### config.mk
export PLATFORM = sky130hd
export DESIGN_NAME = tri_edge_scheduler
export DESIGN_NICKNAME = d
export VERILOG_FILES = /design/src/rtl/tri_edge_scheduler.sv
export SDC_FILE = /design/constraint.sdc
export NUM_CORES = 1
export LEC_CHECK = 0
export ABC_AREA = 1
export BUFFER_PORTS_ARGS = -buffer_cell sky130_fd_sc_hd__buf_2
export CORE_ASPECT_RATIO = 1.4
export CORE_MARGIN = 5
export CORE_UTILIZATION = 35
export DETAILED_ROUTE_END_ITERATION = 12
export PLACE_DENSITY = 0.59
export SETUP_SLACK_MARGIN = 0.15
export SKIP_CTS_REPAIR_TIMING = 1
export SYNTH_ARGS = -nofsm -noshare
export SYNTH_HDL_FRONTEND = slang
export SYNTH_SLANG_ARGS = --single-unit
### constraint.sdc
create_clock -name clk -period 3.66 [get_ports clk]
set_input_delay 0.549 -clock clk [delete_from_list [all_inputs] [get_ports clk]]
set_output_delay 0.549 -clock clk [all_outputs]
set_load 0.01 [all_outputs]
### src/rtl/tri_edge_scheduler.sv
// Triangle edge sequencer: on a key press fetches one triangle from ROM and issues
// its three edges (AB, BC, CA) as 4-phase req/ack jobs to the line drawer.
module tri_edge_scheduler #(
  parameter int unsigned ADDR_W      = 4,
  parameter int unsigned NUM_TRI     = 16,
  parameter int unsigned PT_W        = 24,
  parameter int unsigned COL_W       = 24,
  parameter int unsigned ROM_LAT     = 1,
  parameter int unsigned SYNC_STAGES = 2
) (
  input  logic              clk,
  input  logic              rst,
  input  logic              key1,
  output logic [ADDR_W-1:0] address,
  input  logic [PT_W-1:0]   point_a,
  input  logic [PT_W-1:0]   point_b,
  input  logic [PT_W-1:0]   point_c,
  input  logic [COL_W-1:0]  color,
  output logic              req_1,
  input  logic              ack_1,
  output logic [PT_W-1:0]   pt_start,
  output logic [PT_W-1:0]   pt_end,
  output logic [COL_W-1:0]  line_color,
  output logic [1:0]        edge_idx,
  output logic              busy,
  output logic              tri_done
);

  localparam int unsigned LAT_W = (ROM_LAT > 1) ? $clog2(ROM_LAT) : 1;

  typedef enum logic [2:0] {
    S_IDLE,
    S_FETCH,
    S_SEND,
    S_WAIT_LO,
    S_DONE
  } state_t;

  state_t                 state_q, state_d;
  logic [SYNC_STAGES-1:0] sync_q, sync_d;
  logic                   key_prev_q, key_prev_d;
  logic                   key_fall_c;
  logic [ADDR_W-1:0]      address_q, address_d;
  logic                   req_q, req_d;
  logic [PT_W-1:0]        pt_start_q, pt_start_d;
  logic [PT_W-1:0]        pt_end_q, pt_end_d;
  logic [COL_W-1:0]       line_color_q, line_color_d;
  logic [1:0]             edge_q, edge_d;
  logic                   busy_q, busy_d;
  logic                   tri_done_q, tri_done_d;
  logic                   pending_q, pending_d;
  logic [LAT_W-1:0]       lat_cnt_q, lat_cnt_d;
  logic [PT_W-1:0]        a_q, a_d, b_q, b_d, c_q, c_d;

  // Key synchroniser and falling-edge detect (released key reads as 1)
  always_comb begin
    sync_d     = {sync_q[SYNC_STAGES-2:0], key1};
    key_prev_d = sync_q[SYNC_STAGES-1];
    key_fall_c = key_prev_q & ~sync_q[SYNC_STAGES-1];
  end

  always_ff @(posedge clk or negedge rst) begin
    if (!rst) begin
      state_q      <= S_IDLE;
      sync_q       <= '1;
      key_prev_q   <= 1'b1;
      address_q    <= '0;
      req_q        <= 1'b0;
      pt_start_q   <= '0;
      pt_end_q     <= '0;
      line_color_q <= '0;
      edge_q       <= 2'd0;
      busy_q       <= 1'b0;
      tri_done_q   <= 1'b0;
      pending_q    <= 1'b0;
      lat_cnt_q    <= '0;
      a_q          <= '0;
      b_q          <= '0;
      c_q          <= '0;
    end else begin
      state_q      <= state_d;
      sync_q       <= sync_d;
      key_prev_q   <= key_prev_d;
      address_q    <= address_d;
      req_q        <= req_d;
      pt_start_q   <= pt_start_d;
      pt_end_q     <= pt_end_d;
      line_color_q <= line_color_d;
      edge_q       <= edge_d;
      busy_q       <= busy_d;
      tri_done_q   <= tri_done_d;
      pending_q    <= pending_d;
      lat_cnt_q    <= lat_cnt_d;
      a_q          <= a_d;
      b_q          <= b_d;
      c_q          <= c_d;
    end
  end

  always_comb begin
    state_d      = state_q;
    address_d    = address_q;
    req_d        = req_q;
    pt_start_d   = pt_start_q;
    pt_end_d     = pt_end_q;
    line_color_d = line_color_q;
    edge_d       = edge_q;
    busy_d       = busy_q;
    tri_done_d   = 1'b0;
    pending_d    = pending_q | (key_fall_c & busy_q);
    lat_cnt_d    = lat_cnt_q;
    a_d          = a_q;
    b_d          = b_q;
    c_d          = c_q;

    case (state_q)
      S_IDLE: begin
        if (key_fall_c) begin
          state_d   = S_FETCH;
          busy_d    = 1'b1;
          lat_cnt_d = '0;
        end
      end
      S_FETCH: begin
        if (lat_cnt_q == LAT_W'(ROM_LAT - 1)) begin
          a_d          = point_a;
          b_d          = point_b;
          c_d          = point_c;
          line_color_d = color;
          pt_start_d   = point_a;
          pt_end_d     = point_b;
          edge_d       = 2'd0;
          req_d        = 1'b1;
          state_d      = S_SEND;
        end else begin
          lat_cnt_d = lat_cnt_q + LAT_W'(1);
        end
      end
      S_SEND: begin
        if (ack_1) begin
          req_d   = 1'b0;
          state_d = S_WAIT_LO;
        end
      end
      S_WAIT_LO: begin
        if (!ack_1) begin
          if (edge_q != 2'd2) begin
            edge_d  = edge_q + 2'd1;
            req_d   = 1'b1;
            state_d = S_SEND;
            // Endpoints for the following edge: BC after AB, CA after BC
            if (edge_q == 2'd0) begin
              pt_start_d = b_q;
              pt_end_d   = c_q;
            end else begin
              pt_start_d = c_q;
              pt_end_d   = a_q;
            end
          end else begin
            tri_done_d = 1'b1;
            state_d    = S_DONE;
          end
        end
      end
      S_DONE: begin
        address_d = (address_q == ADDR_W'(NUM_TRI - 1)) ? '0 : address_q + ADDR_W'(1);
        lat_cnt_d = '0;
        // A queued press (or one arriving now) starts the next triangle directly
        if (pending_q) begin
          pending_d = key_fall_c;
          state_d   = S_FETCH;
        end else if (key_fall_c) begin
          pending_d = 1'b0;
          state_d   = S_FETCH;
        end else begin
          busy_d  = 1'b0;
          state_d = S_IDLE;
        end
      end
      default: begin
        state_d = S_IDLE;
      end
    endcase
  end

  assign address    = address_q;
  assign req_1      = req_q;
  assign pt_start   = pt_start_q;
  assign pt_end     = pt_end_q;
  assign line_color = line_color_q;
  assign edge_idx   = edge_q;
  assign busy       = busy_q;
  assign tri_done   = tri_done_q;

endmodule

# [After elaboration in Yosys (flattened, before gate mapping)]
# Index checks and enable logic that the tools add are counted.
[word_totals] inputBits=100 output_inout_bits=81 register_bits=161
[classes] n_reduce_logical=12 n_addsub=3 n_mux=41 n_bitwise=5 n_eq_ne=13
[ops] operator="2-to-1 mux 24 bit" n=8
[ops] operator="case mux 24 bit (2 select lines)" n=2
[ops] operator="2-to-1 mux 1 bit" n=17
[ops] operator="inequality test 2 bit (second input constant)" n=8
[ops] operator="2-to-1 mux 3 bit" n=5
[ops] operator="case mux 3 bit (5 select lines)" n=1
[ops] operator="AND reduction 4 bit" n=3
[ops] operator="== test 3 x 2 -> 1 bit (second input constant)" n=2
[ops] operator="2-to-1 mux 2 bit" n=3
[ops] operator="case mux 1 bit (3 select lines)" n=2
[ops] operator="nonzero test 3 bit" n=2
[ops] operator="AND reduction 5 bit" n=1
[ops] operator="adder 4 x 1 -> 4 bit (second input constant)" n=1
[ops] operator="== test 4 bit (second input constant)" n=1
[ops] operator="2-to-1 mux 4 bit" n=1
[ops] operator="case mux 2 bit (2 select lines)" n=1
[ops] operator="AND reduction 2 bit" n=2
[ops] operator="nonzero test 2 bit" n=2
[ops] operator="== test 3 x 1 -> 1 bit (second input constant)" n=1
[ops] operator="== test 3 bit (second input constant)" n=1
[ops] operator="zero test 3 bit" n=1
[ops] operator="adder 2 x 1 -> 2 bit (second input constant)" n=1
[ops] operator="AND 1 bit" n=2
[ops] operator="zero test 2 bit" n=1
[ops] operator="4 further kinds" n=5

# [Longest topological paths before layout]
# Gate-level depths: netlist (run 1).
[depth] depth_word=7 ltp_mapped=10

# [Least setup slack after synthesis (run 1)]
# No wires, ideal clock.
[synth_path] path_type="reg2reg" startpoint="reg edge_q[0] (netlist: edge_idx[0])" endpoint="reg pt_end_q[21] (netlist: pt_end[21])" slack_ps=2145 arrival_ps=1398 path_stages_with_launch=11 required_ps=3543 setup_time_ps=117 cell_sequence="dfrtp_1 -> inv_1 -> ha_1 -> nand2_1 -> nand3_1 -> inv_2 -> nand2_1 -> buf_4 -> buf_4 -> nand2_1 -> nand2_1"
[synth_between] elab_chain_cells=5 elab_cells_between_ends=8
[synth_lines] item="from (decl)" line="48" source="logic [1:0] edge_q, edge_d;"
[synth_lines] item="from (signal assigned)" line="89" source="edge_q <= edge_d;"
[synth_lines] item="zero test 2 bit" line="152" source="if (edge_q == 2'd0) begin"
[synth_lines] item="2-to-1 mux 24 bit" line="152"
[synth_lines] item="2-to-1 mux 24 bit" line="147" source="if (edge_q != 2'd2) begin"
[synth_lines] item="2-to-1 mux 24 bit" line="146" source="if (!ack_1) begin"
[synth_lines] item="case mux 24 bit (2 select lines)" line="116" source="case (state_q)"
[synth_lines] item="to (signal assigned)" line="87" source="pt_end_q <= pt_end_d;"
[synth_lines] item="to (decl)" line="46" source="logic [PT_W-1:0] pt_end_q, pt_end_d;"
# Parallel ways exist; a longest one is shown, timed or not. The select of a mux whose other input is x is not followed.
# A chain may end at the register's enable or synchronous reset.

# [Worst setup path after layout (run 1)]
[layout_path] startpoint="reg state_q[2]" endpoint="reg pt_end_q[0] (netlist: pt_end[0])"
[layout_between] elab_chain_cells=3 elab_cells_between_ends=8
[layout_lines] item="from (decl)" line="39" source="state_t state_q, state_d;"
[layout_lines] item="from (signal assigned)" line="81" source="state_q <= state_d;"
[layout_lines] item="== test 3 x 2 -> 1 bit or == test 3 x 1 -> 1 bit (tied branches)" line="116"
[layout_lines] item="inequality test 2 bit (no line) or nonzero test 2 bit (tied branches)"
[layout_lines] item="AND reduction 4 bit (no line)"
# Parallel ways exist; a longest one is shown, timed or not.

==> metrics.md, run 1 <==
| Metric | Value |
|---|---|
| Final hold slack | 144 ps |
| Reg area | 0.00401 mm² |
| Worst Slack Setup Final | 1370 ps |
| Final number of setup-violating endpoints | 0 |
| Most common cell after layout, fill and taps aside | nand2_1 |
| Final Hold Vio Count | 0 |
| Tot Pwr | 8.49 mW |
| HP Class | in2async |
| Final TNS setup | 0 ps |
| Most frequent cells in the layout | nand2_1 (459), buf_2 (179), dfrtp_1 (157) |
| Fin nets | 1220 |
| R2r endpoint | pt_end[0]$_DFFE_PN0P_ |
| GP Congestion | 0.772 |
| Initial core utilization | 35.6% |
| Skew-Pair Late Insertion Delay | 410 ps |
| Mapped Cells | 964 |
| First-pass GRT wire length | 34.0 mm |
| Worst slew pin tran | 1080 ps |
| Final WL | 20.4 mm |
| Via count | 6515 |
| Row cnt | 62 |
| R2R cell count | 5 |
| Launch point of the critical path | state_q[2]$_DFFE_PN0P_ |
| Setup CP Type | reg2reg |
| Root Buffer | clkbuf_16 |
| Avg Cell Area, Syn | 7.60 µm² |
| First-pass DRT Iterations | 5 |
| Slew headroom | 27.6% |
| Die width | 132 µm |
| Placed Instances | 1354 |
| RSZ-0062 raised after global routing | no |
| Core area | 0.0206 mm² |
| VDD IR-drop max | 0.000409 V |
| DR iter-0 viols | 337 |
| Sequential element share of the synthesized area | 54.7% |
| Number of global-route vias before repair | 6653 |
| Synth Net Count | 1067 |
| Multi-input logic area | 0.00288 mm² |
| Fmax | 437 MHz |
| Ys flop type | dfrtp_1 |
| Total of max-cap violations | 0 |
| Startpoint Class | flop |
| Port Buffer Count | 180 |
| Ys Warns | 0 |
| I/O pins | 181 |
| M1 wire length | 8.61 mm |
| Syn Std Cell Area | 0.00733 mm² |
| Fin crit period | 2290 ps |
| DP Worst Slack | 1350 ps |
| Drt drc | 0 |
| CTS tree | done |
| Most frequent CP cell | nand2_1 |
| Layout cell share with drive strength beyond 1 | 21.0% |
| Reg-to-reg slack, setup | 1370 ps |
| Yosys reg bits | 160 |
| Clock slew at reported path FFs | 70 ps |
| Inserted Clock Buffers | 17 |
| Die area | 0.0240 mm² |
| GRT overflow | 0 |
| Max incr delay on CP | 820 ps |
| H-tree Lvls | 4 |
| Area delta synth->final | 23.5% |
| Initial antenna violation count | 2 |
| Total GRT Usage | 17.3% |
| Outcome | finished, final reports clean |
| Worst Clk Skew | 11.8 ps |
| Post-synth EDFFs | 0 |
| CTS max path bufs | 2 |
| Routed vias/inst | 4.70 |
| Slew Limit Fails | 0 |
| Reg2reg start | state_q[2]$_DFFE_PN0P_ |
| Asr flop ratio synth | 100% |
| Final Cycle Share | 62.5% |
| Clk sinks | 160 |
| Lkg Pwr | 5.18 nW |
| Chip Height | 181 µm |
| Pwr Density | 939 mW/mm² |
| Worst-path cell chain | nor2_4 -> nand2_1 -> nand2_2 -> nand2_1 -> nand2_1 |
| Avg WL per Cell | 14.7 µm |
| Crit-path max FO | 49 |
| Final HPWL DP | 13.5 mm |
| Fill count | 2129 |
| Routed met3 length | 910 µm |
| Crit path to | pt_end[0]$_DFFE_PN0P_ |
| Met2 WL | 10.5 mm |
| Critical path's slowest cell | nand2_2 |
| Antenna-violating nets left | 0 |
| Crit. End Element | flop |
| DR top layer | met5 |
| Fin cells | 1387 |
| Synth unique cells | 21 |
| Critical Path RT | 4000 ps |
| WP data arrival | 2630 ps |
| Largest net degree at the start of global routing | 87 |
sequential cells by signal, indices dropped and copies added (netlist names):
signal,count
edge_idx,2
pending_q,1
busy,1
key_prev_q,1
tri_done,1
req_1,1
pt_end,24
a_q,24
address,4
c_q,24
pt_start,24
b_q,24
sync_q,2
line_color,24
state_q,3
critical path: cells and delay by family, from the launching register on:
kind             cells  cell delay, ps
and+or+nand+nor      5            1660
DFF                  1             540
kinds of logic (layout without fill, tap and decap cells):
kind of cell    Yosys count  after routing  share of synthesized area (%)
compound gates          101            101                           6.90
xor+xnor                  1              1                          0.120
flops                   160            160                           54.7
buf+inv                 116            282                           6.54
other cells               0              1                              0
fa+ha+maj                 3              3                          0.512
simple gates            583            583                           31.2
synth_stat cells (2+ instances only):
cell | count | area, µm²
clkbuf_1 | 25 | 93.8
nand2_1 | 460 | 1730
inv_2 | 3 | 11.3
nor2_1 | 54 | 203
buf_1 | 2 | 7.51
nand3_1 | 58 | 290
nor2_2 | 2 | 12.5
buf_2 | 26 | 130
inv_1 | 56 | 210
nand4_1 | 5 | 31.3
ha_1 | 3 | 37.5
o21ai_0 | 51 | 255
dfstp_2 | 3 | 78.8
a21oi_1 | 50 | 250
dfrtp_1 | 157 | 3930
nor4_1 | 2 | 12.5
buf_4 | 3 | 22.5
area by class of cell:
cell class	count	share of cell area, %
Sequential cell	160	44.3
Multi-Input combinational cell	688	31.8
Timing Repair Buffer	190	11.3
Clock buffer	18	4.85
Tap cell	256	3.54
Inverter	60	2.49
Clock inverter	14	1.72
Antenna cell	1	0.0277
how the worst min path moves through the flow:
stage | from | slack [ps] | end | cells after the start
6_report | rst | 140 | line_color[11]$_DFFE_PN0N_ | 1
2_1_floorplan | rst | 250 | a_q[0]$_DFFE_PN0N_ | 0
5_1_grt | rst | 190 | line_color[11]$_DFFE_PN0N_ | 1
3_5_place_dp | sync_q[0]$_DFF_PN1_ | 350 | sync_q[1]$_DFF_PN1_ | 0
4_1_cts | rst | 160 | line_color[11]$_DFFE_PN0N_ | 1
3_3_place_gp | sync_q[0]$_DFF_PN1_ | 350 | sync_q[1]$_DFF_PN1_ | 0
layer usage:
| layer | vias to the layer above | global-route usage, % |
|---|---|---|
| li1 | 3288 | - |
| met3 | 20 | 4.34 |
| met2 | 125 | 31.0 |
| met5 | - | 0 |
| met4 | 2 | 5.26 |
| met1 | 3080 | 20.3 |
per-stage QoR:
step	area, µm²	util [%]
after detailed placement	8450	41.1
after CTS	9040	44.0
after global placement	8450	41.1
after global routing	9050	44.0
after floorplan	7330	-
final	9050	44.0
report_power, final:
part           total [mW]  leakage (nW)  switching (mW)  internal, mW
combinational        3.68          2.98            2.42          1.26
clock                1.81         0.288           0.773          1.04
sequential           3.01          1.91           0.406          2.60
total                8.49          5.18            3.60          4.89
Power figures use the tool's default switching activity.
==> inputs of run 2 (changes only) <==
==> constraint.sdc (replaced) <==
create_clock -name clk -period 2.27 [get_ports clk]
set_input_delay 0.3405 -clock clk [delete_from_list [all_inputs] [get_ports clk]]
set_output_delay 0.3405 -clock clk [all_outputs]
set_load 0.01 [all_outputs]
==> run 2 against run 1 <==
Effect of this change: die area unchanged; wire length down 2.3%; via count is 0.43% lower; power grew 62%; clock skew about the same; sequential power is 60% higher; critical path type unchanged; critical endpoint is now req_1$_DFFE_PN0P_; largest power group unchanged.
==> metrics.md, run 2 (synthesized netlist as in run 1, its figures left out) <==
| Metric | Value |
|---|---|
| Outcome | finished, final reports clean |
| Skew-Pair Late Insertion Delay | 420 ps (about the same) |
| Avg WL per Cell | 14.2 µm (-3.1%) |
| First-pass GRT wire length | 32.9 mm (-3.3%) |
| Worst hold stages | 3 |
| Area delta synth->final | 25.3% |
| Fill count | 2128 (-0.047%) |
| Critical Path RT | 2580 ps (-1420 ps) |
| DR iter-0 viols | 325 (-3.6%) |
| R2R cell count | 8 (+3) |
| Antenna-violating nets left | 0 (unchanged) |
| Final WL | 19.9 mm (-2.3%) |
| Via count | 6487 (-0.43%) |
| Die area | 0.0240 mm² (unchanged) |
| Multi-input logic area | 0.00288 mm² (unchanged) |
| Total of max-cap violations | 0 (unchanged) |
| I/O pins | 181 (unchanged) |
| Final Hold Vio Count | 0 (unchanged) |
| Initial antenna violation count | 2 (unchanged) |
| Worst Clk Skew | 11.4 ps (-0.454 ps) |
| Slew headroom | 60.1% (+33 points) |
| Clock slew at reported path FFs | 70 ps (about the same) |
| Fin nets | 1231 (+0.90%) |
| Setup CP Type | reg2reg |
| Startpoint Class | flop |
| GP Congestion | 0.771 (-0.16%) |
| Total GRT Usage | 16.7% (-0.57 points) |
| Worst slew pin tran | 598 ps (-484 ps) |
| Final TNS setup | 0 ps (unchanged) |
| H-tree Lvls | 4 (unchanged) |
| Pwr Density | 1490 mW/mm² (+59%) |
| Slew Limit Fails | 0 (unchanged) |
| First-pass DRT Iterations | 6 (+1) |
| Chip Height | 181 µm (unchanged) |
| Core area | 0.0206 mm² (unchanged) |
| Number of global-route vias before repair | 6461 (-2.9%) |
| RSZ-0062 raised after global routing | no |
| Inserted Clock Buffers | 17 (unchanged) |
| Most common cell after layout, fill and taps aside | nand2_1 |
| Most frequent cells in the layout | nand2_1 (459), buf_2 (179), dfrtp_1 (157) |
| Fmax | 568 MHz (+30%) |
| Final Util | 44.7% (+0.65 points) |
| Die width | 132 µm (unchanged) |
| Routed vias/inst | 4.64 (-1.3%) |
| Port Buffer Count | 180 (unchanged) |
| CTS max path bufs | 2 (unchanged) |
| Fin crit period | 1760 ps (-525 ps) |
| Layout cell share with drive strength beyond 1 | 21.6% (+0.59 points) |
| Crit-path max FO | 49 (unchanged) |
| GRT overflow | 0 (unchanged) |
| WP data arrival | 2070 ps (-560 ps) |
| Reg area | 0.00401 mm² (unchanged) |
| Final number of setup-violating endpoints | 0 (unchanged) |
| Final Cycle Share | 77.6% (+15 points) |
| Lkg Pwr | 5.24 nW (+1.3%) |
| Drt drc | 0 (unchanged) |
| Root Buffer | clkbuf_16 |
| CTS tree | done |
| VDD IR-drop max | 0.000572 V (+40%) |
| Clk sinks | 160 (unchanged) |
| HP Class | in2reg |
| Initial core utilization | 35.6% (unchanged) |
| Crit. End Element | flop |
| Row cnt | 62 (unchanged) |
| Largest net degree at the start of global routing | 69 (-21%) |
| Final HPWL DP | 13.6 mm (+0.56%) |
-- run 2: final cells by class --
| cell class | count | share of cell area, % |
|---|---|---|
| inverters | 60 | 2.45 |
| flip-flops and latches | 160 | 43.7 |
| clock buffers | 20 | 5.08 |
| repair buffers | 201 | 12.6 |
| multi-input cells | 688 | 31.3 |
| clock inverters | 12 | 1.32 |
| well taps | 256 | 3.49 |
| diodes | 2 | 0.0545 |
-- run 2: final timing paths --
kind / start / end / slack, ps
worst min-delay path: color[21] / line_color[21]$_DFFE_PN0N_ / 140
worst max-delay path: state_q[2]$_DFFE_PN0P_ / req_1$_DFFE_PN0P_ / 510
min in group asynchronous: rst / address[0]$_DFFE_PN0P_ / 320
worst max register to register: state_q[2]$_DFFE_PN0P_ / req_1$_DFFE_PN0P_ / 510
max in group asynchronous: rst / sync_q[0]$_DFF_PN1_ / 1290
worst min register to register: sync_q[0]$_DFF_PN1_ / sync_q[1]$_DFF_PN1_ / 360
-- run 2: power by group --
part | total (mW) | internal, mW | switching (mW) | leakage, nW
Sequential | 4.83 | 4.19 | 0.641 | 1.91
Clock | 2.85 | 1.62 | 1.23 | 0.282
Combinational | 6.03 | 2.16 | 3.88 | 3.05
-- run 2: stage by stage --
| step | area, µm² | std cells | hold slack, ps | setup slack, ps | power [mW] |
|---|---|---|---|---|---|
| floorplan | 7330 | 964 | 44.9 | 755 | 8.89 |
| global placement | 8570 | 1363 | 207 | 494 | 10.9 |
| detailed placement | 8570 | 1363 | 209 | 475 | 11.0 |
| CTS | 9160 | 1395 | -257 | 474 | 14.0 |
| global route | 9180 | 1398 | 138 | 337 | 15.0 |
| finish | 9180 | 1399 | 139 | 508 | 13.7 |
-- run 2: critical path, cell delays in order (launching register included) --
cell and delay (ps):
dfrtp_1 610, inv_2 110, nand3_2 70, buf_4 460, nand2_1 100, nand2_1 130
nand2_1 80, nand2_1 60, nand2_1 40
-- run 2: routing by layer --
| layer | vias up | GRT usage, % | share of wire [%] |
|---|---|---|---|
| li1 | 3321 | - | - |
| met1 | 3000 | 19.9 | 42 |
| met2 | 141 | 29.5 | 52 |
| met3 | 23 | 3.95 | 4.5 |
| met4 | 2 | 5.83 | 2.0 |
| met5 | - | 0 | 0.065 |
